File: src/rtl/svpwm_reference_generator.sv
// rtl/svpwm_reference_generator.sv - SVPWM sector and adjacent-vector dwell-time generator
// One sample per TAST_PERIOD: ROM lookup, two serial 16-cycle multiplies, then publish and phase advance.
module svpwm_reference_generator #(
    parameter int F_CLK   = 100000000,
    parameter int F_TAST  = 5000,
    parameter int AMP_MAX = 17320
) (
    input  logic        CLK,
    input  logic        RESET,
    input  logic        ENABLE,
    input  logic        DIR,
    input  logic [15:0] FREQ_STEP,
    input  logic [14:0] AMPLITUDE,
    output logic [2:0]  SECTOR,
    output logic [14:0] T_LOW,
    output logic [14:0] T_HIGH,
    output logic        VALID,
    output logic        BUSY
);

    localparam int          TAST_PERIOD = F_CLK / F_TAST;
    localparam int          CNT_W       = (TAST_PERIOD > 2) ? $clog2(TAST_PERIOD) : 1;
    localparam logic [14:0] AMP_LIMIT   = 15'(AMP_MAX);
    localparam longint      PI_Q31      = 64'sd6746518852;

    // Elaboration-time sine table in Q31 fixed point; entry i covers i*60/64 degrees,
    // normalised so that the 60-degree entry saturates at full scale.
    function automatic logic [65*16-1:0] build_rom();
        logic [65*16-1:0] rom;
        longint theta, x2, term, s, s60, q;
        rom = '0;
        s60 = 64'sd1;
        for (int i = 64; i >= 0; i--) begin
            theta = (longint'(i) * PI_Q31) / 64'sd192;
            x2    = (theta * theta) >>> 31;
            term  = theta;
            s     = theta;
            for (int k = 1; k <= 7; k++) begin
                term = ((term * x2) >>> 31) / longint'((2 * k) * (2 * k + 1));
                if (k % 2 == 1) s = s - term;
                else            s = s + term;
            end
            if (i == 64) s60 = s;
            q = ((s <<< 17) + s60) / (64'sd2 * s60);
            if (q > 64'sd65535) q = 64'sd65535;
            rom[i*16 +: 16] = 16'(q);
        end
        return rom;
    endfunction

    localparam logic [65*16-1:0] ROM = build_rom();

    function automatic logic [15:0] rom_word(input logic [6:0] idx);
        return ROM[int'(idx)*16 +: 16];
    endfunction

    typedef enum logic [2:0] {IDLE, LOAD, MUL_LOW, MUL_HIGH, PUBLISH} state_t;

    state_t           state, state_next;
    logic [CNT_W-1:0] sample_cnt;
    logic             tick;
    logic [15:0]      angle;
    logic [2:0]       sector;
    logic             en_q, dir_q;
    logic [15:0]      step_q;
    logic [14:0]      amp_q;
    logic [15:0]      k_lo, k_hi, k_sel;
    logic [3:0]       bit_cnt;
    logic             mul_last;
    logic [30:0]      prod, prod_next;
    logic [14:0]      t_lo_calc, t_hi_calc;
    logic [6:0]       lo_idx, hi_idx;
    logic [16:0]      angle_fwd, angle_rev;

    assign tick      = (sample_cnt == '0);
    assign BUSY      = (state != IDLE);
    assign mul_last  = (bit_cnt == 4'd15);
    assign hi_idx    = {1'b0, angle[15:10]};
    assign lo_idx    = 7'd64 - hi_idx;
    assign angle_fwd = {1'b0, angle} + {1'b0, step_q};
    assign angle_rev = {1'b0, angle} - {1'b0, step_q};

    // MSB-first shift-add: after 16 steps prod holds amp * k.
    assign k_sel     = (state == MUL_HIGH) ? k_hi : k_lo;
    assign prod_next = {prod[29:0], 1'b0} + (k_sel[~bit_cnt] ? {16'd0, amp_q} : 31'd0);

    always_ff @(posedge CLK) begin
        if (RESET) begin
            sample_cnt <= '0;
        end else if (sample_cnt == CNT_W'(TAST_PERIOD - 1)) begin
            sample_cnt <= '0;
        end else begin
            sample_cnt <= sample_cnt + CNT_W'(1);
        end
    end

    always_ff @(posedge CLK) begin
        if (RESET) state <= IDLE;
        else       state <= state_next;
    end

    always_comb begin
        state_next = state;
        case (state)
            IDLE:     if (tick) state_next = LOAD;
            LOAD:     state_next = MUL_LOW;
            MUL_LOW:  if (mul_last) state_next = MUL_HIGH;
            MUL_HIGH: if (mul_last) state_next = PUBLISH;
            PUBLISH:  state_next = IDLE;
            default:  state_next = IDLE;
        endcase
    end

    always_ff @(posedge CLK) begin
        if (RESET) begin
            angle     <= '0;
            sector    <= '0;
            en_q      <= 1'b0;
            dir_q     <= 1'b0;
            step_q    <= '0;
            amp_q     <= '0;
            k_lo      <= '0;
            k_hi      <= '0;
            bit_cnt   <= '0;
            prod      <= '0;
            t_lo_calc <= '0;
            t_hi_calc <= '0;
            SECTOR    <= '0;
            T_LOW     <= '0;
            T_HIGH    <= '0;
            VALID     <= 1'b0;
        end else begin
            VALID <= 1'b0;
            case (state)
                LOAD: begin
                    en_q    <= ENABLE;
                    dir_q   <= DIR;
                    step_q  <= FREQ_STEP;
                    amp_q   <= (AMPLITUDE > AMP_LIMIT) ? AMP_LIMIT : AMPLITUDE;
                    k_lo    <= rom_word(lo_idx);
                    k_hi    <= rom_word(hi_idx);
                    bit_cnt <= '0;
                    prod    <= '0;
                end
                MUL_LOW: begin
                    bit_cnt <= bit_cnt + 4'd1;
                    if (mul_last) begin
                        t_lo_calc <= prod_next[30:16];
                        prod      <= '0;
                    end else begin
                        prod <= prod_next;
                    end
                end
                MUL_HIGH: begin
                    bit_cnt <= bit_cnt + 4'd1;
                    if (mul_last) begin
                        t_hi_calc <= prod_next[30:16];
                        prod      <= '0;
                    end else begin
                        prod <= prod_next;
                    end
                end
                PUBLISH: begin
                    VALID  <= 1'b1;
                    SECTOR <= sector;
                    T_LOW  <= en_q ? t_lo_calc : 15'd0;
                    T_HIGH <= en_q ? t_hi_calc : 15'd0;
                    // Published values above use the phase before this advance.
                    if (en_q && !dir_q) begin
                        angle <= angle_fwd[15:0];
                        if (angle_fwd[16]) sector <= (sector == 3'd5) ? 3'd0 : sector + 3'd1;
                    end else if (en_q && dir_q) begin
                        angle <= angle_rev[15:0];
                        if (angle_rev[16]) sector <= (sector == 3'd0) ? 3'd5 : sector - 3'd1;
                    end
                end
                default: ;
            endcase
        end
    end

endmodule

File: config.mk
export PLATFORM = sky130hd
export DESIGN_NAME = svpwm_reference_generator
export DESIGN_NICKNAME = d
export VERILOG_FILES = /design/src/rtl/svpwm_reference_generator.sv
export SDC_FILE = /design/constraint.sdc
export NUM_CORES = 1
export LEC_CHECK = 0
export CORE_MARGIN = 8
export CORE_UTILIZATION = 40
export DETAILED_ROUTE_END_ITERATION = 10
export DONT_BUFFER_PORTS = 1
export PLACE_DENSITY_LB_ADDON = 0.2
export SLEW_MARGIN = 25
export SYNTH_ARGS = -nofsm -noshare
export SYNTH_HDL_FRONTEND = slang
export SYNTH_SLANG_ARGS = --single-unit
export TNS_END_PERCENT = 20
File: constraint.sdc
create_clock -name CLK -period 5.2 [get_ports CLK]
set_input_delay 1.56 -clock CLK [delete_from_list [all_inputs] [get_ports CLK]]
set_output_delay 1.56 -clock CLK [all_outputs]
set_load 0.02 [all_outputs]
Yosys cells after proc, flatten, opt, wreduce, memory -nomap -nowiden
Cells that the tools add are included.
Operators by class
  add/sub/neg operators: 8
  magnitude comparators: 2
  equality and inequality tests: 11
  shifts and indexed selects: 2
  mux-type cells: 23
  bitwise gates (word level): 1
  reduce and logical (&&, ||, !) cells: 17
Operators with widths (count)
  1040-bit by 11-bit indexed part select with 16-bit output, first input constant: 1
  1040-bit by 12-bit indexed part select with 16-bit output, first input constant: 1
  15-bit 2-to-1 mux: 4
  30-bit case mux with 2 select lines: 1
  16-bit 2-to-1 mux: 3
  31-bit by 15-bit adder with 31-bit output: 1
  30-bit 2-to-1 mux: 1
  3-bit 2-to-1 mux: 9
  16-bit by 16-bit adder with 17-bit output: 1
  16-bit by 16-bit subtractor with 17-bit output: 1
  15-bit by 1-bit adder with 15-bit output, second input constant: 1
  15-bit == test, second input constant: 1
  15-bit greater-than comparator, second input constant: 1
  15-bit zero test: 1
  3-bit case mux with 4 select lines: 1
  2-bit inequality test, second input constant: 4
  4-bit case mux with 2 select lines: 1
  7-bit by 6-bit subtractor with 7-bit output, first input constant: 1
  3-bit by 2-bit == test with 1-bit output, second input constant: 2
  3-bit == test, second input constant: 2
  3-bit zero test: 2
  2-bit AND reduction: 3
  2-bit nonzero test: 3
  4-bit by 5-bit < comparator with 1-bit output, second input constant: 1
  other kinds (14): 17
Storage, ports and cells
  bits in registers: 200
  input bits: 35
  output and inout bits: 35
  word-level logic and storage cells: 82

Longest topological paths before layout
Gate-level depths: netlist (run 1).
  depth in word-level cells: 8
  mapped depth: 18
  gate-level depth less buffers: 16

Least setup slack after synthesis (run 1)
Ideal clock, no wire load.
  path kind: register to register
  start: register state[2]
  end: register t_lo_calc[12]
  setup time: 86 ps
  data arrival time: 4223 ps
  data required time: 5114 ps
  path slack: 891 ps
  stages on the path, launching flop included: 18
  path buffers: 3
  clock period less this slack: 4309 ps
  cells stage by stage: dfxtp_1 nor2b_4 nand2_2 buf_6 mux4_2 mux4_2 mux2_2 buf_2 and2_1 ha_1 clkbuf_1 nand3_1 o22ai_1 a211o_1 o31ai_1 nor3b_1 xnor2_1 a211oi_1
Between the ends
  cells in the longest elaborated chain, start to end: 6
  elaborated cells between the ends (all ways): 8
  those cells by class: add/sub: 1; eq/ne: 2; mux: 4; reduce/logical: 1
RTL lines
  start: declaration: RTL line 59  | state_t state, state_next;
  start signal: assignment: RTL line 99  | else state <= state_next;
  3-bit by 2-bit == test with 1-bit output: RTL line 84  | assign k_sel = (state == MUL_HIGH) ? k_hi : k_lo;
  16-bit 2-to-1 mux: RTL line 84
  1-bit binary-select mux with 4-bit select: RTL line 85  | assign prod_next = {prod[29:0], 1'b0} + (k_sel[~bit_cnt] ? {16'd0, amp_q} : 31'd0);
  1-bit 2-to-1 mux (not written as such): RTL line 85
  15-bit 2-to-1 mux: RTL line 85
  31-bit by 15-bit adder with 31-bit output: RTL line 85
  end signal: assignment: RTL line 148  | t_lo_calc <= prod_next[30:16];
  end: declaration: RTL line 71  | logic [14:0] t_lo_calc, t_hi_calc;
Several ways; a longest one is shown, not always the timed one. The select of a mux whose other input is x is not followed.
A chain may end at the register's enable or synchronous reset.

Worst setup path after layout (run 1)
  start: register state[1]
  end: register prod[27]
Between the ends
  cells in the longest elaborated chain, start to end: 8
  elaborated cells between the ends (all ways): 12
  those cells by class: add/sub: 1; eq/ne: 3; mux: 6; reduce/logical: 2
RTL lines
  3-bit by 2-bit == test with 1-bit output: RTL line 84, 134
  16-bit 2-to-1 mux: RTL line 84
  1-bit binary-select mux with 4-bit select: RTL line 85
  1-bit 2-to-1 mux (not written as such): RTL line 85
  15-bit 2-to-1 mux: RTL line 85
  31-bit by 15-bit adder with 31-bit output: RTL line 85
  30-bit 2-to-1 mux: RTL line 147, 156
  30-bit case mux with 2 select lines: RTL line 134  | case (state)
  end signal: assignment: RTL line 151  | prod <= prod_next;
  end signal: assignment: RTL line 160  | prod <= prod_next;
  end: declaration: RTL line 70  | logic [30:0] prod, prod_next;
Several ways; a longest one is shown, not always the timed one. The select of a mux whose other input is x is not followed.

==> results of run 1 <==
[per-layer routing]
| layer | share of wire | wire [um] | global-route usage | vias to the layer above |
|---|---|---|---|---|
| met1 | 0.47 | 18100 | 0.276 | 5796 |
| met3 | 0.064 | 2460 | 0.0304 | 58 |
| met2 | 0.45 | 17400 | 0.308 | 389 |
| met5 | 0 | 0 | 0 | - |
| met4 | 0.020 | 774 | 0.0635 | 0 |
| li1 | - | - | - | 6035 |
[layout make-up]
class / count / share of cell area
clock buffer: 20 / 0.0333
tap: 442 / 0.0395
inverter: 61 / 0.0163
clock inverter: 12 / 0.0113
timing repair buffer: 34 / 0.0182
multi-input combinational: 1332 / 0.595
sequential: 200 / 0.286
[state kept, by name, summed over array words and instances, names as in the netlist, 15 cells and up]
name	cells
k_lo	16
amp_q	15
sample_cnt	15
angle	16
T_LOW	15
step_q	16
T_HIGH	15
t_hi_calc	15
prod	30
t_lo_calc	15
k_hi	16
[per-stage QoR]
| step | utilization | cells | worst slack (ns) |
|---|---|---|---|
| 2_1_floorplan | - | 1734 | 0.891 |
| 3_3_place_gp | 0.413 | 2069 | 0.395 |
| 3_5_place_dp | 0.413 | 2069 | 0.262 |
| 4_1_cts | 0.433 | 2101 | 0.228 |
| 5_1_grt | 0.433 | 2101 | 0.115 |
| 6_report | 0.433 | 2101 | 0.435 |
[cell families (layout without fill, tap and decap cells)]
logic type / after synthesis / after routing
buf+inv: 202 / 127
fa+ha+maj: 78 / 78
flops: 200 / 200
xor+xnor: 59 / 59
mux: 33 / 33
compound gates: 535 / 535
simple gates: 627 / 627
[placed cells by master, fill, tap and decap left out, types with 12 or more instances in the layout]
cell	Yosys	routed
buf_4	0	34
nand3_1	58	58
clkbuf_16	0	17
nor3_1	47	46
mux4_2	16	16
ha_1	73	73
inv_1	55	55
nor2_1	187	186
a211oi_1	75	75
mux2i_1	15	15
dfxtp_1	200	198
nor2b_1	12	12
and3_1	15	15
a311oi_1	14	14
xnor2_1	32	29
a22oi_1	18	18
a31oi_1	17	17
o21ai_0	108	108
o211ai_1	32	32
nand2_1	219	219
a21oi_1	168	168
xor2_1	27	27
and2_1	20	20
[worst paths after layout]
path	start	endpoint	slack [ns]	depth (start not counted)
setup / recovery	state[1]	prod[27]	0.43	15
hold reg to reg	amp_q[10]	amp_q[10]	0.46	2
hold / removal	amp_q[10]	amp_q[10]	0.46	2
setup reg to reg	state[1]	prod[27]	0.43	15
[worst max-delay path, stage by stage (launching register included)]
cell and delay [ns]:
dfxtp_1 0.32, nor2b_4 0.14, nand2_2 0.26, mux4_2 0.54
mux4_2 0.47, mux2_2 0.39, and2_1 0.20, ha_1 0.20
fa_1 0.40, a21o_1 0.22, a221oi_2 0.37, o221ai_1 0.27
o211a_1 0.36, nand4_1 0.14, xor2_1 0.25, o21ai_0 0.10
[power by group]
part,internal (W),total [W],switching (W)
registers,0.00158,0.00162,0.0000401
logic,0.000161,0.000411,0.000250
clock network,0.000766,0.00140,0.000632
[timing repair]
item	4_1_cts	5_1_grt
gates resized for setup	0	1
endpoints found under the setup margin	0	13
buffers inserted	0	0
==> results.txt, run 1 <==
fillcell total = 3323
CTS tree = done
Clk pin slew, worst setup/hold paths = 0.08 ns
first-pass GRT wire length = 63.3 mm
synthesized area per cell = 7.54 um^2
Final Max Tran Viols = 0
Starting Density = 0.404
Sum Neg Setup Slack = 0 ns
initial antenna violation count = 0
Final HPWL DP = 26.3 mm
fin crit share = 0.916
first-pass detailed-route iteration total = 6
area grow syn2layout = 7.13%
Rel. slew slack = 0.403
PD cells = 245 nW/um^2
max frequency = 210 MHz
xor/xnor cell area share of the yosys netlist = 0.0395
status = finished, final reports clean
largest family of logic cells by synthesized area = compound AO/OA/AOI/OAI gates
FF/Latch Area = 4010 um^2
area of the multi-input gates = 8340 um^2
total power = 0.00343 W
Cell Area, Placed = 13400 um^2
Vias = 12300
Num Clock Sinks = 200
ys async rst share = 0
Yosys top cell area share = 0.306
Hold Crit Class = register to register
Synth warnings = 0
Synth Net Count = 1846
grt ovf = 0
die width = 197 um
post-synthesis register bit count = 200
RSZ-0062 raised after global routing = no
ANT cells = 0
most instantiated cells after synthesis = nand2_1 (219), dfxtp_1 (200), nor2_1 (187)
Final Critical Period = 4.77 ns
io pins = 70
Routed WL = 38.7 mm
number of synthesized flops with an enable pin = 0
clock buffer depth = 2
Max-cap violations = 0
Yosys top cell by area = dfxtp_1
largest net degree at the start of global routing = 173
adder-cell area share of the yosys netlist = 0.0767
Worst EP arrival = 5.07 ns
Remaining DRCs = 0
Total GRT Usage = 0.198
IO Port Bufs = 0
vias in the first global route = 11600
clock latency at the later pin of the worst-skew pair = 0.44 ns
Final setup viols = 0
clock root buffer = clkbuf_16
simple-gate portion of the synthesized area = 0.217
post-synthesis mux area share = 0.0408
Crit. End Element = register
final hold vios = 0
Nets = 1758
critical path class = register to register
gpl congestion = 0.904
Area contributors post-synth = dfxtp_1 (31%), ha_1 (7.0%), a21oi_1 (6.4%)
maximum VDD drop = 0.229 mV
vias per cell = 5.84
register area share after synthesis = 0.306
area of the die = 38700 um^2
DR WL/cell = 18.4 um
design area = 14000 um^2
Worst Path Max Fanout = 15
layout cells sized above 1 = 0.0633
leakage = 5.14 nW
Main synth FF type = dfxtp_1
Clock Skews = 0.00803 ns
TritonCTS Buffers = 17
row count = 66
post-synthesis cell type count = 71
post-route ant nets = 0
CP Launch Type = register
CP required = 5.51 ns
core area = 32400 um^2
Hold WS = 0.455 ns
compound-cell area share of the yosys netlist = 0.261
mapped cell area = 13100 um^2
H-Tree Depth = 4
hold buffer count at cts = 0
Post-Synthesis Cells = 1734
most numerous cell in the Yosys netlist = nand2_1
slew of the pin with the lowest slew margin = 0.894 ns
1st-iter DRT viols = 1246
chip height = 197 um
Power figures use the tool's default switching activity.
==> inputs of run 2 (changes only) <==
--- a/config.mk
+++ b/config.mk
@@ -9,6 +9,7 @@
 export CORE_UTILIZATION = 40
 export DETAILED_ROUTE_END_ITERATION = 10
 export DONT_BUFFER_PORTS = 1
+export MAX_ROUTING_LAYER = met4
 export PLACE_DENSITY_LB_ADDON = 0.2
 export SLEW_MARGIN = 25
 export SYNTH_ARGS = -nofsm -noshare
==> results.txt, run 2 (same netlist as run 1, synthesis figures left out) <==
commonest non-fill, non-tap cells in the layout = nand2_1 (219), dfxtp_1 (198), nor2_1 (186)
dpl ws = 0.268 ns
largest net degree at the start of global routing = 173
first-pass detailed-route iteration total = 7
Remaining DRCs = 0
crit path capture = prod[27]
Total GRT Usage = 0.202
row count = 66
PD cells = 249 nW/um^2
post-route ant nets = 0
CP Launch Type = register
max frequency = 209 MHz
gpl congestion = 0.902
Worst Setup SP = state[1]
Clock Skews = 0.0168 ns
min setup slack post-route = 0.414 ns
Vias = 12300
slew of the pin with the lowest slew margin = 0.867 ns
Worst EP arrival = 5.10 ns
CP required = 5.52 ns
Buf/Inv on CP = 0
maximum VDD drop = 0.235 mV
max reg flops = 30
worst r2r path cells = 15
worst path cell trace = nor2b_4, nand2_2, mux4_2, mux4_2, mux2_2, and2_1, ha_1, fa_1, a21o_1, a221oi_2, o221ai_1, o211a_1, nand4_1, xor2_1, o21ai_0
Nets = 1758
Final Critical Period = 4.79 ns
final hold vios = 0
H-Tree Depth = 4
ANT cells = 0
Sum Neg Setup Slack = 0 ns
IO Port Bufs = 0
die width = 197 um
core area = 32400 um^2
Num Clock Sinks = 200
Final Max Tran Viols = 0
vias in the first global route = 11200
Clk pin slew, worst setup/hold paths = 0.08 ns
Hold Crit Class = register to register
Critical Path Most Common Cell = mux4_2
area grow syn2layout = 7.34%
Final setup viols = 0
Largest Register = prod
Rel. slew slack = 0.407
RSZ-0062 raised after global routing = no
total power = 0.00349 W
leakage = 5.15 nW
DR WL/cell = 18.3 um
slowest stage cell, crit path = mux4_2
Hold WS = 0.455 ns
Routed WL = 38.4 mm
critical path class = register to register
Crit. End Element = register
Worst Path Max Fanout = 15
grt ovf = 0
hold buffer count at cts = 0
TritonCTS Buffers = 17
clock latency at the later pin of the worst-skew pair = 0.45 ns
io pins = 70
vias per cell = 5.84
Reg2Reg Launch Point = state[1]
chip height = 197 um
R2R Setup Slk = 0.41 ns
first-pass GRT wire length = 62.7 mm
CTS tree = done
kind of cell adding the most delay to the critical path = multiplexers
clock buffer depth = 2
CP Depth = 15
Starting Density = 0.404
area of the die = 38700 um^2
Worst path max stage delay = 0.54 ns
layout cells sized above 1 = 0.0633
reg2reg end = prod[27]
most common cell after layout, fill and taps aside = nand2_1
Max-cap violations = 0
status = finished, final reports clean
initial antenna violation count = 0
1st-iter DRT viols = 1092
clock root buffer = clkbuf_16
Final HPWL DP = 26.3 mm
fin crit share = 0.920
[run 2: repair_timing]
item | in CTS | in global routing
gates resized for setup | 0 | 1
buffers inserted | 0 | 0
setup endpoints to repair | 0 | 15
[run 2: area by class of cell]
class | count | area (um^2)
Clock buffer | 17 | 425
Clock inverter | 15 | 228
Fill cell | 3300 | 18300
Inverter | 61 | 229
Multi-Input combinational cell | 1332 | 8340
Sequential cell | 200 | 4010
Tap cell | 442 | 553
Timing Repair Buffer | 34 | 255
[run 2: tightest hold or removal path, cell delays in order (launching register included)]
cell     delay (ns)
dfxtp_1        0.32
nand2_1        0.05
a21oi_1        0.05
[run 2: metal layers]
metal / wire length (um) / GRT usage / up-vias
li1: - / - / 6046
met1: 18400 / 0.278 / 5827
met2: 17300 / 0.304 / 362
met3: 2120 / 0.0338 / 44
met4: 570 / 0.0476 / 0
met5: 0 / - / -
[run 2: per-stage QoR]
stage,cell area [um^2],util,instances
global route,14000,0.434,2101
CTS,14000,0.433,2101
detailed placement,13400,0.413,2069
finish,14000,0.434,2101
global placement,13400,0.413,2069
floorplan,13100,-,1734
[run 2: how the worst min path moves through the flow]
stage	from	to	slack (ns)	cells after the start
finish	amp_q[10]	amp_q[10]	0.46	2
global route	amp_q[10]	amp_q[10]	0.47	2
CTS	amp_q[10]	amp_q[10]	0.45	2
detailed placement	amp_q[10]	amp_q[10]	0.44	2
global placement	amp_q[10]	amp_q[10]	0.44	2
floorplan	amp_q[10]	amp_q[10]	0.43	2
[run 2: power by group]
| part | internal (W) | switching, W | total [W] |
|---|---|---|---|
| clock | 0.000788 | 0.000672 | 0.00146 |
| sequential | 0.00158 | 0.0000400 | 0.00162 |
| combinational | 0.000161 | 0.000249 | 0.000410 |
| total | 0.00253 | 0.000962 | 0.00349 |
==> inputs of run 3 (changes only) <==
--- a/config.mk
+++ b/config.mk
@@ -6,7 +6,7 @@
 export NUM_CORES = 1
 export LEC_CHECK = 0
 export CORE_MARGIN = 8
-export CORE_UTILIZATION = 40
+export CORE_UTILIZATION = 45
 export DETAILED_ROUTE_END_ITERATION = 10
 export DONT_BUFFER_PORTS = 1
 export MAX_ROUTING_LAYER = met4
==> results.txt, run 3 (same netlist as run 1, synthesis figures left out) <==
CP required = 5.51 ns
vias in the first global route = 11300
min-delay src = k_hi[7]
Crit. End Element = register
hold buffer count at cts = 0
maximum VDD drop = 0.240 mV
Post-CTS Setup Bufs = 0
Worst EP arrival = 5.08 ns
fin crit share = 0.918
Max-cap violations = 0
first-pass GRT wire length = 62.4 mm
post-layout util = 0.487
clock buffer depth = 2
Rel. slew slack = 0.332
Worst path max stage delay = 0.55 ns
critical path class = register to register
PD cells = 245 nW/um^2
largest net degree at the start of global routing = 173
Remaining DRCs = 0
Clock Skews = 0.0140 ns
clock root buffer = clkbuf_16
max reg flops = 30
Worst Path Max Fanout = 15
IO Port Bufs = 0
row count = 62
TritonCTS Buffers = 17
Largest Register = prod
Final setup viols = 0
layout cells sized above 1 = 0.0622
chip height = 186 um
post-route ant nets = 0
worst path cell trace = nor2b_4, nand2_2, mux4_2, mux4_2, mux2_2, and2_1, ha_1, fa_1, a21o_1, a221oi_2, o221ai_1, o211a_1, nand4_1, xor2_1, o21ai_0
initial antenna violation count = 0
Clk pin slew, worst setup/hold paths = 0.08 ns
Reg2Reg Launch Point = state[1]
slowest stage cell, crit path = mux4_2
area of the die = 34800 um^2
Total GRT Usage = 0.219
Hold Crit Class = register to register
leakage = 5.13 nW
Sum Neg Setup Slack = 0 ns
Final Max Tran Viols = 0
Routed WL = 38.2 mm
Num Clock Sinks = 200
Nets = 1756
core area = 28600 um^2
vias per cell = 6.04
first-pass detailed-route iteration total = 5
DR WL/cell = 18.7 um
Final Critical Period = 4.77 ns
final hold vios = 0
gpl congestion = 0.931
clock latency at the later pin of the worst-skew pair = 0.45 ns
max frequency = 209 MHz
Vias = 12300
area grow syn2layout = 6.55%
CTS tree = done
RSZ-0062 raised after global routing = no
grt ovf = 0
1st-iter DRT viols = 1367
most common cell after layout, fill and taps aside = nand2_1
Worst Setup SP = state[1]
die width = 186 um
Critical Path Most Common Cell = mux4_2
status = finished, final reports clean
commonest non-fill, non-tap cells in the layout = nand2_1 (219), dfxtp_1 (198), nor2_1 (186)
CP Launch Type = register
io pins = 70
Final HPWL DP = 25.8 mm
fillcell total = 2854
slew of the pin with the lowest slew margin = 1.00 ns
Starting Density = 0.457
ANT cells = 0
total power = 0.00342 W
H-Tree Depth = 4
[run 3: changes by cell type in the layout (fill, tap and decap cells not counted)]
| cell | before | now |
|---|---|---|
| clkinv_4 | 3 | 1 |
| buf_4 | 34 | 32 |
| inv_8 | 4 | 2 |
| clkinv_8 | 3 | 7 |
| inv_12 | 0 | 3 |
| bufinv_16 | 3 | 0 |
[run 3: critical path, delay by kind of cell (launching register included)]
family / cells / cell delay, ns
compound gates: 5 / 1.30
xor+xnor: 1 / 0.24
fa+ha+maj: 2 / 0.62
flops: 1 / 0.31
mux: 3 / 1.42
simple gates: 4 / 0.73
[run 3: final cells by class]
type                       instances  area [um^2]  share of cell area
clock buffer                      17          425              0.0305
clock inverter                    15          211              0.0152
inverter                          61          229              0.0164
multi-input combinational       1332         8340               0.599
sequential                       200         4010               0.288
tap                              384          480              0.0345
timing repair buffer              32          240              0.0172
[run 3: per-stage QoR]
stage / cell area, um^2 / worst slack, ns / instances / hold slack (ns)
after CTS: 13900 / 0.250 / 2041 / 0.460
final: 13900 / 0.427 / 2041 / 0.462
after global routing: 13900 / 0.136 / 2041 / 0.475
after floorplan: 13100 / 0.891 / 1734 / 0.427
after detailed placement: 13300 / 0.280 / 2009 / 0.446
after global placement: 13300 / 0.405 / 2009 / 0.442
[run 3: worst paths after layout]
kind / depth (start not counted) / slack [ns] / to
max: 15 / 0.43 / prod[27]
min: 2 / 0.46 / k_hi[7]
max reg2reg: 15 / 0.43 / prod[27]
min reg2reg: 2 / 0.46 / k_hi[7]
[run 3: where the power goes]
part | internal [W] | switching [W] | leakage [nW]
registers | 0.00158 | 0.0000404 | 1.62
logic | 0.000161 | 0.000252 | 3.21
clock network | 0.000670 | 0.000713 | 0.305
[run 3: what timing repair did]
action,CTS,global route
endpoints found under the setup margin,0,10
gates resized for setup,0,1
endpoints found under the hold margin,0,0
[run 3: per-layer routing]
layer | share of wire | global-route usage | wire length, um
met1 | 0.47 | 0.303 | 17800
met2 | 0.45 | 0.328 | 17100
met3 | 0.071 | 0.0369 | 2720
met4 | 0.013 | 0.0568 | 499
met5 | 0 | - | 0
